### src/rtl/match_pkg.sv
// Shared types and constants for the match sequencer.
// The geometry values must stay in step with the ball physics block.
package match_pkg;

    localparam int unsigned SCREEN_W = 640;
    localparam int unsigned FLOOR_Y  = 400;
    localparam int unsigned GOAL_W   = 80;
    localparam int unsigned GOAL_H   = 150;

    localparam int unsigned DEF_GOAL_CONFIRM   = 2;
    localparam int unsigned DEF_KICKOFF_FRAMES = 90;
    localparam int unsigned DEF_GOAL_FRAMES    = 120;
    localparam int unsigned DEF_FRAMES_PER_SEC = 60;
    localparam int unsigned DEF_MATCH_SECS     = 90;
    localparam int unsigned DEF_WIN_SCORE      = 5;

    typedef enum logic [2:0] {
        ST_IDLE    = 3'd0,
        ST_KICKOFF = 3'd1,
        ST_PLAY    = 3'd2,
        ST_GOAL    = 3'd3,
        ST_OVER    = 3'd4
    } state_e;

    function automatic logic [3:0] sat_inc(input logic [3:0] v);
        return (v == 4'hF) ? v : v + 4'd1;
    endfunction

endpackage

### src/rtl/match_control_if.sv
// Signal bundle between the match sequencer and the ball physics, players and HUD.
interface match_control_if;

    logic       start;
    logic [9:0] BallX;
    logic [9:0] BallY;
    logic [9:0] BallS;
    logic       ball_reset;
    logic       players_frozen;
    logic [3:0] score1;
    logic [3:0] score2;
    logic [6:0] time_left;
    logic       goal_flash;
    logic       scorer;
    logic       game_over;
    logic [2:0] state;

    modport master (
        output start, BallX, BallY, BallS,
        input  ball_reset, players_frozen, score1, score2, time_left,
        input  goal_flash, scorer, game_over, state
    );

    modport slave (
        input  start, BallX, BallY, BallS,
        output ball_reset, players_frozen, score1, score2, time_left,
        output goal_flash, scorer, game_over, state
    );

endinterface

### src/rtl/match_control_goal_detect.sv
// Goal-mouth qualification and N-frame confirmation; emits a one-cycle
// award pulse for the side that scored.
module goal_detect
    import match_pkg::*;
#(
    parameter int unsigned GOAL_CONFIRM = DEF_GOAL_CONFIRM
) (
    input  logic       frame_clk,
    input  logic       Reset_n,
    input  logic       enable_i,
    input  logic [9:0] ball_x_i,
    input  logic [9:0] ball_y_i,
    input  logic [9:0] ball_s_i,
    output logic       goal_p1_o,
    output logic       goal_p2_o
);

    localparam int unsigned CW = (GOAL_CONFIRM > 1) ? $clog2(GOAL_CONFIRM) : 1;
    localparam logic [CW-1:0] CONF_LAST   = CW'(GOAL_CONFIRM - 1);
    localparam logic [10:0]   LEFT_MOUTH  = 11'(GOAL_W);
    localparam logic [10:0]   RIGHT_MOUTH = 11'(SCREEN_W - GOAL_W);
    localparam logic [10:0]   CROSSBAR_Y  = 11'(FLOOR_Y - GOAL_H);

    logic [10:0]   ball_right;
    logic          q_left, q_right, award;
    logic [CW-1:0] cnt_q, cnt_d;
    logic          side_q, side_d;

    assign ball_right = {1'b0, ball_x_i} + {1'b0, ball_s_i};
    assign q_left  = (ball_right <= LEFT_MOUTH) && ({1'b0, ball_y_i} >= CROSSBAR_Y);
    assign q_right = ({1'b0, ball_x_i} >= RIGHT_MOUTH) && ({1'b0, ball_y_i} >= CROSSBAR_Y);

    // side_q is 1 while the running streak belongs to the left goal.
    always_comb begin
        // NOTE: every output gets a default first so no path leaves it unassigned (no latch).
        cnt_d  = '0;
        side_d = side_q;
        award  = 1'b0;
        if (enable_i && (q_left || q_right)) begin
            if ((cnt_q != '0) && (q_left != side_q)) begin
                cnt_d = '0;
            end else if (cnt_q == CONF_LAST) begin
                award = 1'b1;
            end else begin
                cnt_d  = cnt_q + CW'(1);
                side_d = q_left;
            end
        end
    end

    always_ff @(posedge frame_clk or negedge Reset_n) begin
        // NOTE: state is updated with <= so every register samples pre-edge values.
        if (!Reset_n) begin
            cnt_q  <= '0;
            side_q <= 1'b0;
        end else begin
            cnt_q  <= cnt_d;
            side_q <= side_d;
        end
    end

    assign goal_p1_o = award && q_right;
    assign goal_p2_o = award && q_left;

endmodule

### src/rtl/match_control.sv
// Per-frame match sequencer: kickoff, live play, goal celebration and game
// over, plus scores and the match clock. All outputs are registered.
module match_control
    import match_pkg::*;
#(
    parameter int unsigned GOAL_CONFIRM   = DEF_GOAL_CONFIRM,
    parameter int unsigned KICKOFF_FRAMES = DEF_KICKOFF_FRAMES,
    parameter int unsigned GOAL_FRAMES    = DEF_GOAL_FRAMES,
    parameter int unsigned FRAMES_PER_SEC = DEF_FRAMES_PER_SEC,
    parameter int unsigned MATCH_SECS     = DEF_MATCH_SECS,
    parameter int unsigned WIN_SCORE      = DEF_WIN_SCORE
) (
    input  logic           frame_clk,
    input  logic           Reset_n,
    match_control_if.slave bus
);

    localparam int unsigned FW = $clog2(FRAMES_PER_SEC);
    localparam logic [7:0]    KICK_LAST  = 8'(KICKOFF_FRAMES - 1);
    localparam logic [7:0]    GOAL_LAST  = 8'(GOAL_FRAMES - 1);
    localparam logic [FW-1:0] FRAME_LAST = FW'(FRAMES_PER_SEC - 1);
    localparam logic [6:0]    TIME_INIT  = 7'(MATCH_SECS);
    localparam logic [3:0]    WIN        = 4'(WIN_SCORE);

    state_e        state_q, state_d;
    logic [7:0]    phase_q, phase_d;
    logic [FW-1:0] frame_q, frame_d;
    logic [6:0]    time_q, time_d;
    logic [3:0]    score1_q, score1_d, score2_q, score2_d;
    logic          scorer_q, scorer_d;
    logic          start_prev_q;
    logic          ball_reset_q, ball_reset_d, frozen_q, frozen_d;
    logic          flash_q, flash_d, over_q, over_d;
    logic          clear_match, goal_p1, goal_p2;

    goal_detect #(.GOAL_CONFIRM(GOAL_CONFIRM)) u_goal_detect (
        .frame_clk (frame_clk),
        .Reset_n   (Reset_n),
        .enable_i  (state_q == ST_PLAY),
        .ball_x_i  (bus.BallX),
        .ball_y_i  (bus.BallY),
        .ball_s_i  (bus.BallS),
        .goal_p1_o (goal_p1),
        .goal_p2_o (goal_p2)
    );

    always_comb begin
        state_d     = state_q;
        phase_d     = phase_q;
        frame_d     = frame_q;
        time_d      = time_q;
        score1_d    = score1_q;
        score2_d    = score2_q;
        scorer_d    = scorer_q;
        clear_match = 1'b0;

        unique case (state_q)
            ST_IDLE: if (bus.start) begin
                state_d     = ST_KICKOFF;
                clear_match = 1'b1;
            end
            ST_KICKOFF: if (phase_q == KICK_LAST) state_d = ST_PLAY;
                        else                      phase_d = phase_q + 8'd1;
            ST_PLAY: begin
                if (frame_q == FRAME_LAST) begin
                    frame_d = '0;
                    time_d  = time_q - 7'd1;
                    if (time_q == 7'd1) state_d = ST_OVER;
                end else begin
                    frame_d = frame_q + FW'(1);
                end
                // A goal on the expiry edge still counts; GOAL then exits to OVER.
                if (goal_p1) begin
                    score1_d = sat_inc(score1_q);
                    scorer_d = 1'b0;
                    state_d  = ST_GOAL;
                end else if (goal_p2) begin
                    score2_d = sat_inc(score2_q);
                    scorer_d = 1'b1;
                    state_d  = ST_GOAL;
                end
            end
            ST_GOAL: if (phase_q == GOAL_LAST) begin
                state_d = (score1_q >= WIN || score2_q >= WIN || time_q == '0) ? ST_OVER : ST_KICKOFF;
            end else begin
                phase_d = phase_q + 8'd1;
            end
            ST_OVER: if (bus.start && !start_prev_q) begin
                state_d     = ST_KICKOFF;
                clear_match = 1'b1;
            end
            default: state_d = ST_IDLE;
        endcase

        if (clear_match) begin
            score1_d = '0;
            score2_d = '0;
            frame_d  = '0;
            time_d   = TIME_INIT;
        end
        if (state_d != state_q) phase_d = '0;

        ball_reset_d = (state_d == ST_IDLE) || (state_d == ST_KICKOFF) || (state_d == ST_OVER);
        frozen_d     = (state_d != ST_PLAY);
        flash_d      = (state_d == ST_GOAL);
        over_d       = (state_d == ST_OVER);
    end

    always_ff @(posedge frame_clk or negedge Reset_n) begin
        if (!Reset_n) begin
            state_q      <= ST_IDLE;
            phase_q      <= '0;
            frame_q      <= '0;
            time_q       <= TIME_INIT;
            score1_q     <= '0;
            score2_q     <= '0;
            scorer_q     <= 1'b0;
            start_prev_q <= 1'b0;
            ball_reset_q <= 1'b1;
            frozen_q     <= 1'b1;
            flash_q      <= 1'b0;
            over_q       <= 1'b0;
        end else begin
            state_q      <= state_d;
            phase_q      <= phase_d;
            frame_q      <= frame_d;
            time_q       <= time_d;
            score1_q     <= score1_d;
            score2_q     <= score2_d;
            scorer_q     <= scorer_d;
            start_prev_q <= bus.start;
            ball_reset_q <= ball_reset_d;
            frozen_q     <= frozen_d;
            flash_q      <= flash_d;
            over_q       <= over_d;
        end
    end

    assign bus.state          = state_q;
    assign bus.ball_reset     = ball_reset_q;
    assign bus.players_frozen = frozen_q;
    assign bus.score1         = score1_q;
    assign bus.score2         = score2_q;
    assign bus.time_left      = time_q;
    assign bus.goal_flash     = flash_q;
    assign bus.scorer         = scorer_q;
    assign bus.game_over      = over_q;

endmodule

### src/flat_wrapper.sv
// flat-port wrapper written by rule: the top's interface ports become plain ports
module match_control_flat import match_pkg::*;
#(
    parameter int unsigned GOAL_CONFIRM   = DEF_GOAL_CONFIRM,
    parameter int unsigned KICKOFF_FRAMES = DEF_KICKOFF_FRAMES,
    parameter int unsigned GOAL_FRAMES    = DEF_GOAL_FRAMES,
    parameter int unsigned FRAMES_PER_SEC = DEF_FRAMES_PER_SEC,
    parameter int unsigned MATCH_SECS     = DEF_MATCH_SECS,
    parameter int unsigned WIN_SCORE      = DEF_WIN_SCORE
)
  (frame_clk, Reset_n, bus_start, bus_BallX, bus_BallY, bus_BallS, bus_ball_reset, bus_players_frozen, bus_score1, bus_score2, bus_time_left, bus_goal_flash, bus_scorer, bus_game_over, bus_state);
  match_control_if bus_i ();
  input  logic frame_clk;
  input  logic Reset_n;
  input wire logic [$bits(bus_i.start)-1:0] bus_start;
  input wire logic [$bits(bus_i.BallX)-1:0] bus_BallX;
  input wire logic [$bits(bus_i.BallY)-1:0] bus_BallY;
  input wire logic [$bits(bus_i.BallS)-1:0] bus_BallS;
  output wire logic [$bits(bus_i.ball_reset)-1:0] bus_ball_reset;
  output wire logic [$bits(bus_i.players_frozen)-1:0] bus_players_frozen;
  output wire logic [$bits(bus_i.score1)-1:0] bus_score1;
  output wire logic [$bits(bus_i.score2)-1:0] bus_score2;
  output wire logic [$bits(bus_i.time_left)-1:0] bus_time_left;
  output wire logic [$bits(bus_i.goal_flash)-1:0] bus_goal_flash;
  output wire logic [$bits(bus_i.scorer)-1:0] bus_scorer;
  output wire logic [$bits(bus_i.game_over)-1:0] bus_game_over;
  output wire logic [$bits(bus_i.state)-1:0] bus_state;
  assign bus_i.start = bus_start;
  assign bus_i.BallX = bus_BallX;
  assign bus_i.BallY = bus_BallY;
  assign bus_i.BallS = bus_BallS;
  assign bus_ball_reset = bus_i.ball_reset;
  assign bus_players_frozen = bus_i.players_frozen;
  assign bus_score1 = bus_i.score1;
  assign bus_score2 = bus_i.score2;
  assign bus_time_left = bus_i.time_left;
  assign bus_goal_flash = bus_i.goal_flash;
  assign bus_scorer = bus_i.scorer;
  assign bus_game_over = bus_i.game_over;
  assign bus_state = bus_i.state;
  match_control #(.GOAL_CONFIRM(GOAL_CONFIRM), .KICKOFF_FRAMES(KICKOFF_FRAMES), .GOAL_FRAMES(GOAL_FRAMES), .FRAMES_PER_SEC(FRAMES_PER_SEC), .MATCH_SECS(MATCH_SECS), .WIN_SCORE(WIN_SCORE)) u_core (.frame_clk(frame_clk), .Reset_n(Reset_n), .bus(bus_i));
endmodule
### config.mk
export PLATFORM = sky130hd
export DESIGN_NAME = match_control_flat
export DESIGN_NICKNAME = d
export VERILOG_FILES = /design/src/rtl/match_pkg.sv /design/src/rtl/match_control_if.sv /design/src/rtl/match_control_goal_detect.sv /design/src/rtl/match_control.sv /design/src/flat_wrapper.sv
export SDC_FILE = /design/constraint.sdc
export NUM_CORES = 1
export LEC_CHECK = 0
export CELL_PAD_IN_SITES_DETAIL_PLACEMENT = 1
export CELL_PAD_IN_SITES_GLOBAL_PLACEMENT = 1
export CORE_MARGIN = 2
export CORE_UTILIZATION = 42
export DETAILED_ROUTE_END_ITERATION = 7
export PLACE_DENSITY_LB_ADDON = 0.1
export SYNTH_ARGS = -nofsm -noshare
export SYNTH_HDL_FRONTEND = slang
export SYNTH_HIERARCHICAL = 1
export SYNTH_SLANG_ARGS = --single-unit
### constraint.sdc
create_clock -name frame_clk -period 4.44 [get_ports frame_clk]
set_input_delay 0.666 -clock frame_clk [delete_from_list [all_inputs] [get_ports frame_clk]]
set_output_delay 0.666 -clock frame_clk [all_outputs]
set_load 0.1 [all_outputs]
==> metrics.md <==
| Metric | Value |
|---|---|
| Run status | `completed` |
| Post-layout minimum cycle time | `4065 ps` |
| Reg-to-reg endpoint | `u_core/phase_q[1]` |
| Number of global-route vias before repair | `2415` |
| Count of endpoints failing hold in the final timing report | `0` |
| Path length in cells of the critical path | `15` |
| Reg-to-Reg Start | `u_core/bus.state[2]` |
| CTS H-tree lvls | `2` |
| Clock transition time at the flip-flop clock pins of the worst setup and hold paths | `90 ps` |
| Area leader, netlist | `sky130_fd_sc_hd__dfrtp_1` |
| Number of nets in the final layout | `398` |
| Horizontal die dimension | `83.88 um` |
| Drt pass-1 iters | `4` |
| Number of enable-type register cells in the synthesized netlist | `0` |
| Wire length reported by the detailed router | `6771 um` |
| Share of the synthesized area in the top cell type | `0.3175` |
| Per-cell routed wire length | `16.08 um` |
| Via count of the routed design | `2303` |
| Filler cell count in the final layout | `748` |
| Register bit count reported by yosys | `40` |
| Proportion of power drawn by combinational gates | `0.234` |
| Reg2Reg Depth | `11` |
| Register area share after synthesis | `0.3763` |
| Antenna-violating nets left | `0` |
| Switching fraction of total power | `0.3038` |
| Avg Inst Size Synth | `9.338 um^2` |
| Sink Count | `40` |
| Number of warnings printed during yosys synthesis | `6` |
| Number of maximum-capacitance violations | `0` |
| Slew Limit Fails | `0` |
| Cell chain of the critical path | `clkdlybuf4s50_1 -> ha_1 -> fa_1 -> a211oi_2 -> nor3b_1 -> or3_1 -> a31oi_1 -> xor2_1 -> nand2_1 -> o31ai_1 -> nor2_1 -> a41oi_2 -> o2bb2ai_2 -> buf_4 -> a221oi_2` |
| Starting density of the core | `0.4269` |
| Family with the most delay on the worst path | `compound AO/OA/AOI/OAI gates` |
| Share of final-layout standard cells stronger than drive strength 1 | `0.1017` |
| Nature of the critical path startpoint | `input port` |
| Post-Place Setup Slack | `65.45 ps` |
| Clock latency of the later-clocked register in the worst-skew pair | `310 ps` |
| Worst-case vdd ir drop | `0.0002953 V` |
| Setup Fix Bufs, Post-CTS | `0` |
| Clock tree from TritonCTS | `yes` |
| Global-route wire length before repair | `11720 um` |
| Number of buffers inserted during clock tree synthesis | `5` |
| Post-DP Area | `3288 um^2` |
| Routability cong. | `0.7815` |
| Synth Net Count | `342` |
| Type of the tightest min-delay check | `input port to async pin` |
| Leak Pwr | `1.503 nW` |
| FFs w/ async S/R, synth | `1.000` |
| Most instantiated flip-flop cell in the synthesis netlist | `sky130_fd_sc_hd__dfrtp_1` |
| Worst path buffer plus inverter count | `2` |
| Category of the most critical setup path | `input port to flip-flop` |
| Worst R2R Setup Slack | `1470 ps` |
| Reg power frac | `0.434` |
| Worst slew pin tran | `974.8 ps` |
| Area of the multi-input gates | `1560 um^2` |
| Internal power | `0.6973 mW` |
| Worst-path fanout max | `8` |
| Worst endpoint data arrival time | `4270 ps` |
| Relative slew margins | `0.3481` |
| Summed negative setup slack over all endpoints | `0 ps` |
| Cell Area, Synth | `2680 um^2` |
| PnR worst setup slack | `375.4 ps` |
| Post-synthesis cell type count | `61` |
| Largest incremental delay on the critical path | `430 ps` |
| I/O pin count | `56` |
| Top cell types by occurrence after synthesis | `34 x sky130_fd_sc_hd__dfrtp_1, 26 x sky130_fd_sc_hd__nor2_1, 21 x sky130_fd_sc_hd__ha_1, 21 x sky130_fd_sc_hd__nand2_1, 19 x sky130_fd_sc_hd__a21oi_1` |
| Number of DRC violations after detailed routing | `0` |
| Root buffer cell | `sky130_fd_sc_hd__clkbuf_8` |
| Fraction of the cycle the final worst path needs | `0.9155` |
| Switching power of the nets | `0.3042 mW` |
| Remaining global-route overflow | `0` |
| Area taken by flip-flops and latches | `1008 um^2` |
| Pwr per Cell Area | `293.3 nW/um^2` |
| Number of gates given a new drive strength after cts | `0` |
| Power Total | `1.002 mW` |
| Antenna diode instance count | `0` |
| Number of hold buffers added after CTS | `0` |
| Global-route usage over all layers | `0.2039` |
| Iteration-0 DRC Markers | `63` |
| Summed area of non-filler cells in the final layout | `3415 um^2` |
| HPWL Detailed | `5072 um` |
| Library cell with the highest instance count after synthesis | `sky130_fd_sc_hd__dfrtp_1` |
| Die height | `83.88 um` |
| Rows | `29` |
| Clock share of power | `0.332` |
| Critical path capture point type | `flip-flop` |
| Maximum number of pins on one net before global-route repair | `41` |
| Setup repair after global routing missed its margin | `no` |
| Antenna violations before repair | `0` |
| Top achievable clock speed | `246.0 MHz` |
| Die area | `7036 um^2` |
| Core ar. | `6277 um^2` |
| Port bufs | `54` |
| Slowest library cell on the worst path | `sky130_fd_sc_hd__fa_1` |
| Post-synthesis cell count | `287` |
| Area growth from synthesis to layout | `27.40%` |
| Cell types occupying the most area after synthesis | `sky130_fd_sc_hd__dfrtp_1 32%, sky130_fd_sc_hd__ha_1 9.8%, sky130_fd_sc_hd__dfstp_2 5.9%, sky130_fd_sc_hd__xor2_1 5.9%, sky130_fd_sc_hd__nor2_1 3.6%` |
| WP data required | `4650 ps` |
| Setup Viol. Count Final | `0` |
| Max clock buf depth | `2` |
| Average via count per standard cell | `5.470` |
| Clock Skews | `13.07 ps` |
## sequential cells by signal, summed over array words and instances (netlist names)
name and cells:
u_core/bus.scorer 1, u_core/bus.ball_reset 1, u_core/u_goal_detect/cnt_q 1, u_core/bus.score2 4, u_core/bus.game_over 1, u_core/bus.time_left 7
u_core/phase_q 8, u_core/bus.score1 4, u_core/frame_q 6, u_core/start_prev_q 1, u_core/u_goal_detect/side_q 1, u_core/bus.players_frozen 1
u_core/bus.state 3, u_core/bus.goal_flash 1
## worst register-to-register path: stages (launching register included)
cell	delay [ps]
sky130_fd_sc_hd__dfrtp_1	440
sky130_fd_sc_hd__or3b_1	560
sky130_fd_sc_hd__clkinv_2	230
sky130_fd_sc_hd__nand2_1	90
sky130_fd_sc_hd__or3_1	300
sky130_fd_sc_hd__a41o_1	200
sky130_fd_sc_hd__o31ai_1	90
sky130_fd_sc_hd__nor2_1	180
sky130_fd_sc_hd__a41oi_2	300
sky130_fd_sc_hd__o2bb2ai_2	90
sky130_fd_sc_hd__buf_4	170
sky130_fd_sc_hd__a221oi_2	220
## power groups by stage
| stage | registers [mW] | logic, mW | clock network, mW |
|---|---|---|---|
| 4_1_cts | 0.434 | 0.237 | 0.340 |
| 5_1_grt | 0.440 | 0.259 | 0.357 |
| 3_5_place_dp | 0.441 | 0.235 | 0 |
| 2_1_floorplan | 0.448 | 0.141 | 0 |
| 3_3_place_gp | 0.439 | 0.224 | 0 |
| 6_report | 0.435 | 0.235 | 0.332 |
## area by class of cell
cell class	instances	area share
multi-input combinational	223	0.4569
tap	77	0.02822
inverter	15	0.01686
sequential	40	0.2953
clock inverter	1	0.008794
timing repair buffer	58	0.1656
clock buffer	7	0.02822
## cells by family (layout without fill, tap and decap cells)
family,count (synthesis),in the layout,synth area share
xor+xnor,23,23,0.07516
buf+inv,24,81,0.04154
simple gates,109,109,0.2143
mux,3,3,0.01120
fa+ha+maj,22,22,0.1055
compound gates,66,66,0.1760
flops,40,40,0.3763
## how the worst max path moves through the flow
stage	from	to
2_1_floorplan	bus_BallX[0]	u_core/phase_q[1]
3_3_place_gp	bus_BallX[0]	u_core/phase_q[1]
3_5_place_dp	bus_BallX[0]	u_core/phase_q[1]
4_1_cts	bus_BallX[0]	u_core/phase_q[1]
5_1_grt	bus_BallX[0]	u_core/phase_q[1]
6_report	bus_BallX[0]	u_core/phase_q[1]
## routing by layer
layer	vias up	GRT usage	share of wire	wire [um]
li1	1142	-	-	-
met1	1121	0.2608	0.46	3107
met2	34	0.3484	0.50	3354
met3	6	0.04352	0.033	225
met4	0	0.05718	0.012	84
met5	-	0	0	0
## through the flow
stage,cells,utilization,hold WS (ps)
floorplan,287,-,370.4
global placement,413,0.5238,488.0
detailed placement,413,0.5238,494.8
CTS,421,0.5440,505.1
global route,421,0.5440,560.7
finish,421,0.5440,490.2
## layout by cell type (no fill, tap or decap), types with 3 or more instances in the layout
cell type                         Yosys  layout
sky130_fd_sc_hd__dfrtp_1             34      34
sky130_fd_sc_hd__ha_1                21      21
sky130_fd_sc_hd__nand2b_1             7       7
sky130_fd_sc_hd__nand3_1             14      14
sky130_fd_sc_hd__a21o_1               4       4
sky130_fd_sc_hd__xor2_1              18      18
sky130_fd_sc_hd__and3_1               6       6
sky130_fd_sc_hd__clkdlybuf4s50_1      0      53
sky130_fd_sc_hd__nor2_1              26      26
sky130_fd_sc_hd__nand2_1             21      21
sky130_fd_sc_hd__inv_1               13      13
sky130_fd_sc_hd__mux2i_1              3       3
sky130_fd_sc_hd__o21ai_0             12      12
sky130_fd_sc_hd__nor3_1               5       5
sky130_fd_sc_hd__clkbuf_8             0       7
sky130_fd_sc_hd__a21oi_1             19      19
sky130_fd_sc_hd__buf_4                3       4
sky130_fd_sc_hd__nand4_1              9       9
sky130_fd_sc_hd__dfstp_2              6       6
sky130_fd_sc_hd__xnor2_1              5       5
sky130_fd_sc_hd__or3_1                4       4
Note: power is estimated with default switching activity, not from simulation.
